==> src/rtl/regfile_pkg.sv <==
// Shared register-file types and constants for the writeback path.
package regfile_pkg;

  localparam int REG_ADDR_W = 6;
  localparam int REG_DATA_W = 32;

  typedef enum logic {
    WB_ALU = 1'b0,
    WB_MEM = 1'b1
  } wb_req_e;

endpackage

==> src/rtl/rr_arbiter2.sv <==
// Two-way round-robin grant: on a tie the requester not granted last wins.
module rr_arbiter2
  import regfile_pkg::*;
(
  input  logic [1:0] req_i,
  input  wb_req_e    last_i,
  output logic [1:0] gnt_o
);

  // bit 0 = ALU, bit 1 = MEM
  always_comb begin
    gnt_o = 2'b00;
    unique case (1'b1)
      (req_i == 2'b11): gnt_o = (last_i == WB_ALU) ? 2'b10 : 2'b01;
      (req_i == 2'b01): gnt_o = 2'b01;
      (req_i == 2'b10): gnt_o = 2'b10;
      default:          gnt_o = 2'b00;
    endcase
  end

endmodule

==> src/rtl/regfile_wb_arbiter.sv <==
// Shares the register-file write port between ALU and load writeback.
// Option: REGFILE_WB_ZERO_PROTECT_EN makes register 0 unwritable.
module regfile_wb_arbiter
  import regfile_pkg::*;
#(
  parameter int ADDR_W = REG_ADDR_W,
  parameter int DATA_W = REG_DATA_W,
  parameter int CNT_W  = 16
) (
  input  logic              clock,
  input  logic              reset_n,
  input  logic              alu_valid,
  output logic              alu_ready,
  input  logic [ADDR_W-1:0] alu_addr,
  input  logic [DATA_W-1:0] alu_data,
  input  logic              mem_valid,
  output logic              mem_ready,
  input  logic [ADDR_W-1:0] mem_addr,
  input  logic [DATA_W-1:0] mem_data,
  output logic              write,
  output logic [ADDR_W-1:0] rd_addr,
  output logic [DATA_W-1:0] data_in,
  input  logic [ADDR_W-1:0] rs_addr,
  input  logic [ADDR_W-1:0] rt_addr,
  output logic              rs_fwd,
  output logic              rt_fwd,
  output logic [CNT_W-1:0]  contention_count
);

  logic              write_q, write_d;
  logic [ADDR_W-1:0] rd_addr_q, rd_addr_d;
  logic [DATA_W-1:0] data_q, data_d;
  logic [CNT_W-1:0]  cnt_q, cnt_d;
  wb_req_e           last_q, last_d;

  logic [1:0]        req, gnt;
  logic              xfer;
  logic [ADDR_W-1:0] sel_addr;
  logic [DATA_W-1:0] sel_data;
  logic              fwd_ok;

  // Requests are masked in reset so nothing is accepted and they stay held.
  assign req = {mem_valid, alu_valid} & {2{reset_n}};

  rr_arbiter2 u_arb (
    .req_i  (req),
    .last_i (last_q),
    .gnt_o  (gnt)
  );

  assign alu_ready = gnt[0];
  assign mem_ready = gnt[1];
  assign xfer      = |gnt;
  assign sel_addr  = gnt[1] ? mem_addr : alu_addr;
  assign sel_data  = gnt[1] ? mem_data : alu_data;

  always_comb begin
    write_d   = 1'b0;
    rd_addr_d = rd_addr_q;
    data_d    = data_q;
    last_d    = last_q;
    cnt_d     = cnt_q;
    if (xfer) begin
`ifdef REGFILE_WB_ZERO_PROTECT_EN
      write_d = (sel_addr != '0);
`else
      write_d = 1'b1;
`endif
      rd_addr_d = sel_addr;
      data_d    = sel_data;
      last_d    = gnt[1] ? WB_MEM : WB_ALU;
    end
    if (alu_valid && mem_valid && (cnt_q != '1)) begin
      cnt_d = cnt_q + CNT_W'(1);
    end
  end

  always_ff @(posedge clock) begin
    if (!reset_n) begin
      write_q   <= 1'b0;
      rd_addr_q <= '0;
      data_q    <= '0;
      cnt_q     <= '0;
      last_q    <= WB_ALU;
    end else begin
      write_q   <= write_d;
      rd_addr_q <= rd_addr_d;
      data_q    <= data_d;
      cnt_q     <= cnt_d;
      last_q    <= last_d;
    end
  end

`ifdef REGFILE_WB_ZERO_PROTECT_EN
  assign fwd_ok = write_q && (rd_addr_q != '0);
`else
  assign fwd_ok = write_q;
`endif

  assign rs_fwd           = fwd_ok && (rd_addr_q == rs_addr);
  assign rt_fwd           = fwd_ok && (rd_addr_q == rt_addr);
  assign write            = write_q;
  assign rd_addr          = rd_addr_q;
  assign data_in          = data_q;
  assign contention_count = cnt_q;

endmodule

==> config.mk <==
export PLATFORM = sky130hd
export DESIGN_NAME = regfile_wb_arbiter
export DESIGN_NICKNAME = d
export VERILOG_FILES = /design/src/rtl/regfile_pkg.sv /design/src/rtl/rr_arbiter2.sv /design/src/rtl/regfile_wb_arbiter.sv
export SDC_FILE = /design/constraint.sdc
export NUM_CORES = 1
export LEC_CHECK = 0
export BUFFER_PORTS_ARGS = -buffer_cell sky130_fd_sc_hd__clkbuf_2
export CORE_UTILIZATION = 48
export CTS_CLUSTER_SIZE = 14
export DETAILED_ROUTE_END_ITERATION = 8
export PLACE_DENSITY_LB_ADDON = 0.12
export SYNTH_ARGS = -nofsm -noshare
export SYNTH_HDL_FRONTEND = slang
export SYNTH_HIERARCHICAL = 1
export SYNTH_SLANG_ARGS = --single-unit
export TNS_END_PERCENT = 10
==> constraint.sdc <==
create_clock -name clock -period 4.97 [get_ports clock]
set_input_delay 0.497 -clock clock [delete_from_list [all_inputs] [get_ports clock]]
set_output_delay 0.497 -clock clock [all_outputs]
set_load 0.01 [all_outputs]
After elaboration in Yosys (flattened, before gate mapping) --
Index checks and enable logic that the tools add are counted.
Cells by class: multiplexer cells 6, reduce and logical (&&, ||, !) cells 5, $add $sub $neg 1, equality and inequality tests 6, bitwise gates (word level) 1
Operator list (number):
- $mux W32 | 1
- $add A16 B1 Y16 const B | 1
- $ne A16 B16 Y1 const B | 1
- $eq A6 B6 Y1 | 2
- $mux W6 | 1
- $pmux W2 S3 | 1
- $eq A2 B2 Y1 const B | 2
- $logic_and A1 B1 Y1 | 4
- $and A2 B2 Y2 | 1
- $eq A2 B1 Y1 const B | 1
- $mux W1 | 2
- $mux W2 | 1
- $reduce_or A2 Y1 | 1
Word-level totals: input bits 92, logic and storage cells 24, bits in registers 56, output and inout port bits 59

Depth between registers and ports, before layout --
depth in word-level cells 5, mapped depth 9, depth with buffers taken out 6

Modules after synthesis --
Netlist, hierarchy kept.
By module, submodules not included:
- regfile_wb_arbiter | cells each 330, area each 2738.9 um^2, sequential area each 1121.1 um^2, times used 1
- rr_arbiter2 | cells each 3, area each 18.8 um^2, sequential area each 0.0 um^2, times used 1

Worst setup path before layout --
OpenSTA, ideal clock, no wires.
path type input to register, from input reset_n, to register data_q[10], in the netlist data_in[10], cell stages on the path 8, path buffers 4, path slack 2.692 ns, setup time 0.065 ns, data required time 4.905 ns, arrival 2.213 ns, cells stage by stage clkbuf_1 -> and2_1 -> a21boi_0 -> clkbuf_1 -> clkbuf_1 -> buf_1 -> a21oi_1 -> nor2_1
Between the ends: word-level cells in the longest chain between the ends 4, elaborated cells on any way between the ends 7, classes of those cells 3 x eq/ne; 2 x mux; 1 x bitwise; 1 x reduce/logical
Ends and longest elaborated chain:
- start: declaration | RTL line regfile_wb_arbiter.sv:11 | input logic reset_n,
- $and A2 B2 Y2 * | RTL line regfile_wb_arbiter.sv:43 | assign req = {mem_valid, alu_valid} & {2{reset_n}};
- named net req[1] | RTL line regfile_wb_arbiter.sv:36 | logic [1:0] req, gnt;
- $eq A2 B2 Y1 (tied with other cells) | RTL line rr_arbiter2.sv:16 | (req_i == 2'b10): gnt_o = 2'b10;
- $pmux W2 S3 * | RTL line rr_arbiter2.sv:13 | unique case (1'b1)
- named net mem_ready | RTL line regfile_wb_arbiter.sv:17 | output logic mem_ready,
- $mux W32 or $reduce_or A2 Y1 (tied branches) | RTL line regfile_wb_arbiter.sv:55, regfile_wb_arbiter.sv:53
- end signal: assignment | RTL line regfile_wb_arbiter.sv:88 | data_q <= data_d;
- end: declaration | RTL line regfile_wb_arbiter.sv:32 | logic [DATA_W-1:0] data_q, data_d;
Mark *: on every way through the listed nets, which the timed path passes. The rest lies on a longest branch. A chain may end at the register's enable or synchronous reset.

Worst setup path after layout --
from input reset_n, to output alu_ready
Between the ends: word-level cells in the longest chain between the ends 3, elaborated cells on any way between the ends 5, classes of those cells 3 x eq/ne; 1 x mux; 1 x bitwise
Ends and longest elaborated chain:
- $and A2 B2 Y2 * | RTL line regfile_wb_arbiter.sv:43
- named net req[0] | RTL line regfile_wb_arbiter.sv:36
- $eq A2 B2 Y1 (tied with other cells) | RTL line rr_arbiter2.sv:16
- $pmux W2 S3 * | RTL line rr_arbiter2.sv:13
- end: declaration | RTL line regfile_wb_arbiter.sv:13 | output logic alu_ready,
Marks and branches as above.

==> results list <==
- In this design, the stage delay of the slowest critical-path cell is 830 ps.
- IR analysis of the VDD net gives a maximum drop of 134 uV.
* Worst slew margin: 32.1%
- For flop-to-flop paths, the worst setup slack is 2600 ps.
* Num Clock Sinks: 56
- From synthesis to final layout, the design area changed by 32.4%.
- Commonest cells after routing, fill and taps aside: sky130_fd_sc_hd__clkbuf_2 (150), sky130_fd_sc_hd__nor2_1 (84), sky130_fd_sc_hd__dfxtp_1 (56)
* Start-to-end type of the worst setup path: input pin to output port
* Commonest non-fill, non-tap cell in the layout: sky130_fd_sc_hd__clkbuf_2
* Root Driver: sky130_fd_sc_hd__clkbuf_8
- DIE HEIGHT: 77.8 um
- The clock tree synthesis step divided the H-tree into 2 levels.
- Launching element of the worst setup path: reset_n
- Number of global-route vias before repair: 2488
- Vias per Instance: 5.13
* Required time at the worst-slack endpoint: 4470 ps
* Post-route clock skew: 5.14 ps
* Post-cts repair resize count: 0
- Routed Antenna Nets: 0
* Number of placed I/O pins: 151
* Count of buffers added by post-CTS timing repair for setup: 0
* Unrepaired setup endpoints after global routing: no
- For this run, the register share of the synthesized area comes to 40.7%.
* Share of layout cells above drive strength 1: 35.8%
- The first detailed-routing pass ran for 4 iterations.
* Clock latency at the later pin of the worst-skew pair: 300 ps
* Slowest cell on crit path: sky130_fd_sc_hd__a21boi_4
* Total non-filler cell area in the finished layout: 0.00365 sq mm
- The run finished with clean final reports.
- Measured in cells, the most critical reg-to-reg path has a length of 7.
- The analysis attributes to cell leakage a power of 1.72 nW.
* Register bit total from synthesis: 56
- Along the worst path, the maximum fanout reaches 24.
- PortBufs: 150
- TritonCTS buffer count: 5
- The number of antenna diodes in the final layout is 0.
* Register clock-pin slew on the reported worst setup and hold paths: 90 ps
- Post-synthesis instance total: 333
- After detailed routing, the number of remaining DRC violations is 0.
- The layout has 497 filler cells.
- In the global route stage, overall resource usage came out at 22.8%.
- The worst setup path is launched from an input pin.
* Ys Warns: 6
* Count of unique library cells instantiated by Yosys: 42
- The max-slew violation total from the final report came to 0.
* Number of max-capacitance violations reported: 0
* Area of the placeable core: 0.00551 sq mm
* # hold bufs at CTS: 0
* Transition time at the pin with the least slew margin: 1020 ps
* Final Hold Viols: 0
* Final worst hold slack: 420 ps
- In this run the power density over the cells is 253 mW/mm^2.
* Die boundary width: 77.8 um
- Period Utilization, post-route: 51.6%
- Wire length per cell after detailed routing: 12.7 um
- After detailed placement, the total cell area comes to 0.00356 sq mm.
- When the netlist entered floorplanning its net count stood at 426.
- Wire length of the first global-routing pass: 11100 um
- Setup violations remaining at the end of the flow were counted as 0.
* Number of buffers on the longest clock path: 2
- The worst register-to-register path begins at last_q.
- TritonCTS clock tree: yes
* Last element of the critical path: alu_ready
- Reg2Reg Capture Point: data_in[26]
* Total number of vias: 2793
- Post-synth design cell area: 0.00276 sq mm
- Derived from the worst setup path, the maximum achievable clock frequency is 390 MHz.
- Adding up every negative setup slack in the final design gives 0 ps.
- Counting buffers and inverters, the worst setup path is 4 cells deep.
- Total routed wirelength: 6890 um
- Pin count of the biggest net entering global routing: 80
- Grouping stages by cell kind, the critical path spends the most delay in compound AO/OA/AOI/OAI gates.
- Number of rows in the core area: 27
* Crit path DAT: 2070 ps
- At the end of routability-driven placement, the weighted congestion stood at 0.809.
* Remaining Overflow, GRT: 0
- Final nets: 565
- CP most frequent cell: sky130_fd_sc_hd__clkbuf_2
* HP Class: input pin to flop
- Detailed placement ended at an HPWL of 5110 um.
- Count of buffer and inverter cells on the critical path: 2
- The floorplan step defined a die boundary enclosing 0.00605 sq mm.
- Kind of capture point of the worst setup path: output port
- Subtracting the final worst setup slack from the clock period gives 2570 ps.
* Synthesized area per cell: 8.28 sq um
* Starting density of the core: 50.1%
- The number of antenna violations at the first check in global routing came to 0.
* Total power consumption of the routed design: 922 uW
- Critical path cell sequence: clkbuf_2, and2_1, a21boi_4, clkbuf_2
- For this block, the initial DRC count from the detailed router was 91.
## worst register-to-register path, cell delays in order (launching register included)
cell and delay [ps]:
sky130_fd_sc_hd__dfxtp_1 420, sky130_fd_sc_hd__inv_1 100, sky130_fd_sc_hd__a21boi_4 790, sky130_fd_sc_hd__buf_4 440, sky130_fd_sc_hd__mux2i_1 250, sky130_fd_sc_hd__nor2_1 60, sky130_fd_sc_hd__a21oi_1 150, sky130_fd_sc_hd__nor2_1 50
## cell usage after synthesis
library cell / number / area share [%]
sky130_fd_sc_hd__o311ai_0: 1 / 0.32
sky130_fd_sc_hd__o31a_1: 1 / 0.32
sky130_fd_sc_hd__nor4_1: 3 / 0.68
sky130_fd_sc_hd__o21ai_0: 5 / 0.91
sky130_fd_sc_hd__or3_1: 2 / 0.45
sky130_fd_sc_hd__xnor2_1: 6 / 1.9
sky130_fd_sc_hd__o211ai_1: 1 / 0.27
sky130_fd_sc_hd__a21boi_1: 1 / 0.27
sky130_fd_sc_hd__nand4_1: 4 / 0.91
sky130_fd_sc_hd__and3_1: 3 / 0.68
sky130_fd_sc_hd__a21oi_2: 1 / 0.32
sky130_fd_sc_hd__and3_4: 1 / 0.41
sky130_fd_sc_hd__nand2b_1: 2 / 0.45
sky130_fd_sc_hd__and4_4: 1 / 0.41
sky130_fd_sc_hd__nand3_4: 1 / 0.64
sky130_fd_sc_hd__or4_1: 3 / 0.82
sky130_fd_sc_hd__nand2_1: 6 / 0.82
sky130_fd_sc_hd__nand4_2: 1 / 0.45
sky130_fd_sc_hd__a31oi_1: 2 / 0.45
sky130_fd_sc_hd__a21boi_0: 1 / 0.27
sky130_fd_sc_hd__inv_1: 5 / 0.68
sky130_fd_sc_hd__nor4_4: 1 / 0.77
sky130_fd_sc_hd__clkbuf_1: 13 / 1.8
sky130_fd_sc_hd__nor3_1: 5 / 0.91
sky130_fd_sc_hd__nor4_2: 1 / 0.45
sky130_fd_sc_hd__and4_1: 1 / 0.32
sky130_fd_sc_hd__a21oi_1: 48 / 8.7
sky130_fd_sc_hd__xor2_1: 6 / 1.9
sky130_fd_sc_hd__buf_2: 4 / 0.73
sky130_fd_sc_hd__and2_1: 2 / 0.45
sky130_fd_sc_hd__a41oi_1: 1 / 0.32
sky130_fd_sc_hd__mux2i_1: 41 / 15
sky130_fd_sc_hd__buf_4: 1 / 0.27
sky130_fd_sc_hd__nor2_1: 84 / 11
sky130_fd_sc_hd__nand3_1: 8 / 1.5
sky130_fd_sc_hd__o31ai_1: 3 / 0.82
sky130_fd_sc_hd__a211oi_1: 1 / 0.27
sky130_fd_sc_hd__dfxtp_1: 56 / 41
sky130_fd_sc_hd__o21a_1: 1 / 0.27
sky130_fd_sc_hd__o41ai_1: 1 / 0.32
sky130_fd_sc_hd__ha_1: 1 / 0.45
sky130_fd_sc_hd__buf_1: 3 / 0.41
## kinds of logic (layout without fill, tap and decap cells)
kind of cell	count (synthesis)	in the layout	synth area share (%)
simple gates	129	129	22.5
fa+ha+maj	1	1	0.454
xor+xnor	12	12	3.81
compound gates	68	68	13.8
buf+inv	26	165	3.86
mux	41	41	14.9
flops	56	56	40.7
## flip-flops by register name, indices dropped and copies added, names as in the netlist
| signal | flops |
|---|---|
| contention_count | 16 |
| data_in | 32 |
| last_q | 1 |
| rd_addr | 6 |
| write | 1 |
## per-stage QoR
stage,cells,setup slack [ps],util [%]
floorplan,333,2690,-
global placement,537,2160,64.6
detailed placement,537,2080,64.6
CTS,544,2370,66.3
global route,544,2290,66.3
finish,544,2400,66.3
## worst min-delay path by stage
stage / startpoint / endpoint / slack (ps) / depth (start not counted)
2_1_floorplan: last_q / last_q / 470 / 2
3_3_place_gp: contention_count[1] / contention_count[1] / 500 / 2
3_5_place_dp: contention_count[15] / contention_count[15] / 510 / 2
4_1_cts: mem_data[9] / data_in[9] / 410 / 3
5_1_grt: mem_data[10] / data_in[10] / 420 / 3
6_report: mem_data[9] / data_in[9] / 420 / 3
## power breakdown
group / leakage, nW / internal, mW / switching (mW)
clock network: 0.0503 / 0.124 / 0.138
logic: 1.21 / 0.0838 / 0.0891
registers: 0.458 / 0.471 / 0.0161
total: 1.72 / 0.679 / 0.243
## final cells by class
type	instances	area, sq um	share of cell area (%)
Clock buffer	7	96.3	2.64
Inverter	5	18.8	0.514
Multi-Input combinational cell	251	1550	42.5
Sequential cell	56	1120	30.7
Tap cell	72	90.1	2.47
Timing Repair Buffer	153	773	21.2
## metal layers
layer | part of all wire (%) | track usage, %
met4 | 1.3 | 7.36
met5 | 0 | 0
met1 | 44 | 27.2
met3 | 7.9 | 5.88
met2 | 47 | 39.7
Note: power is estimated with default switching activity, not from simulation.
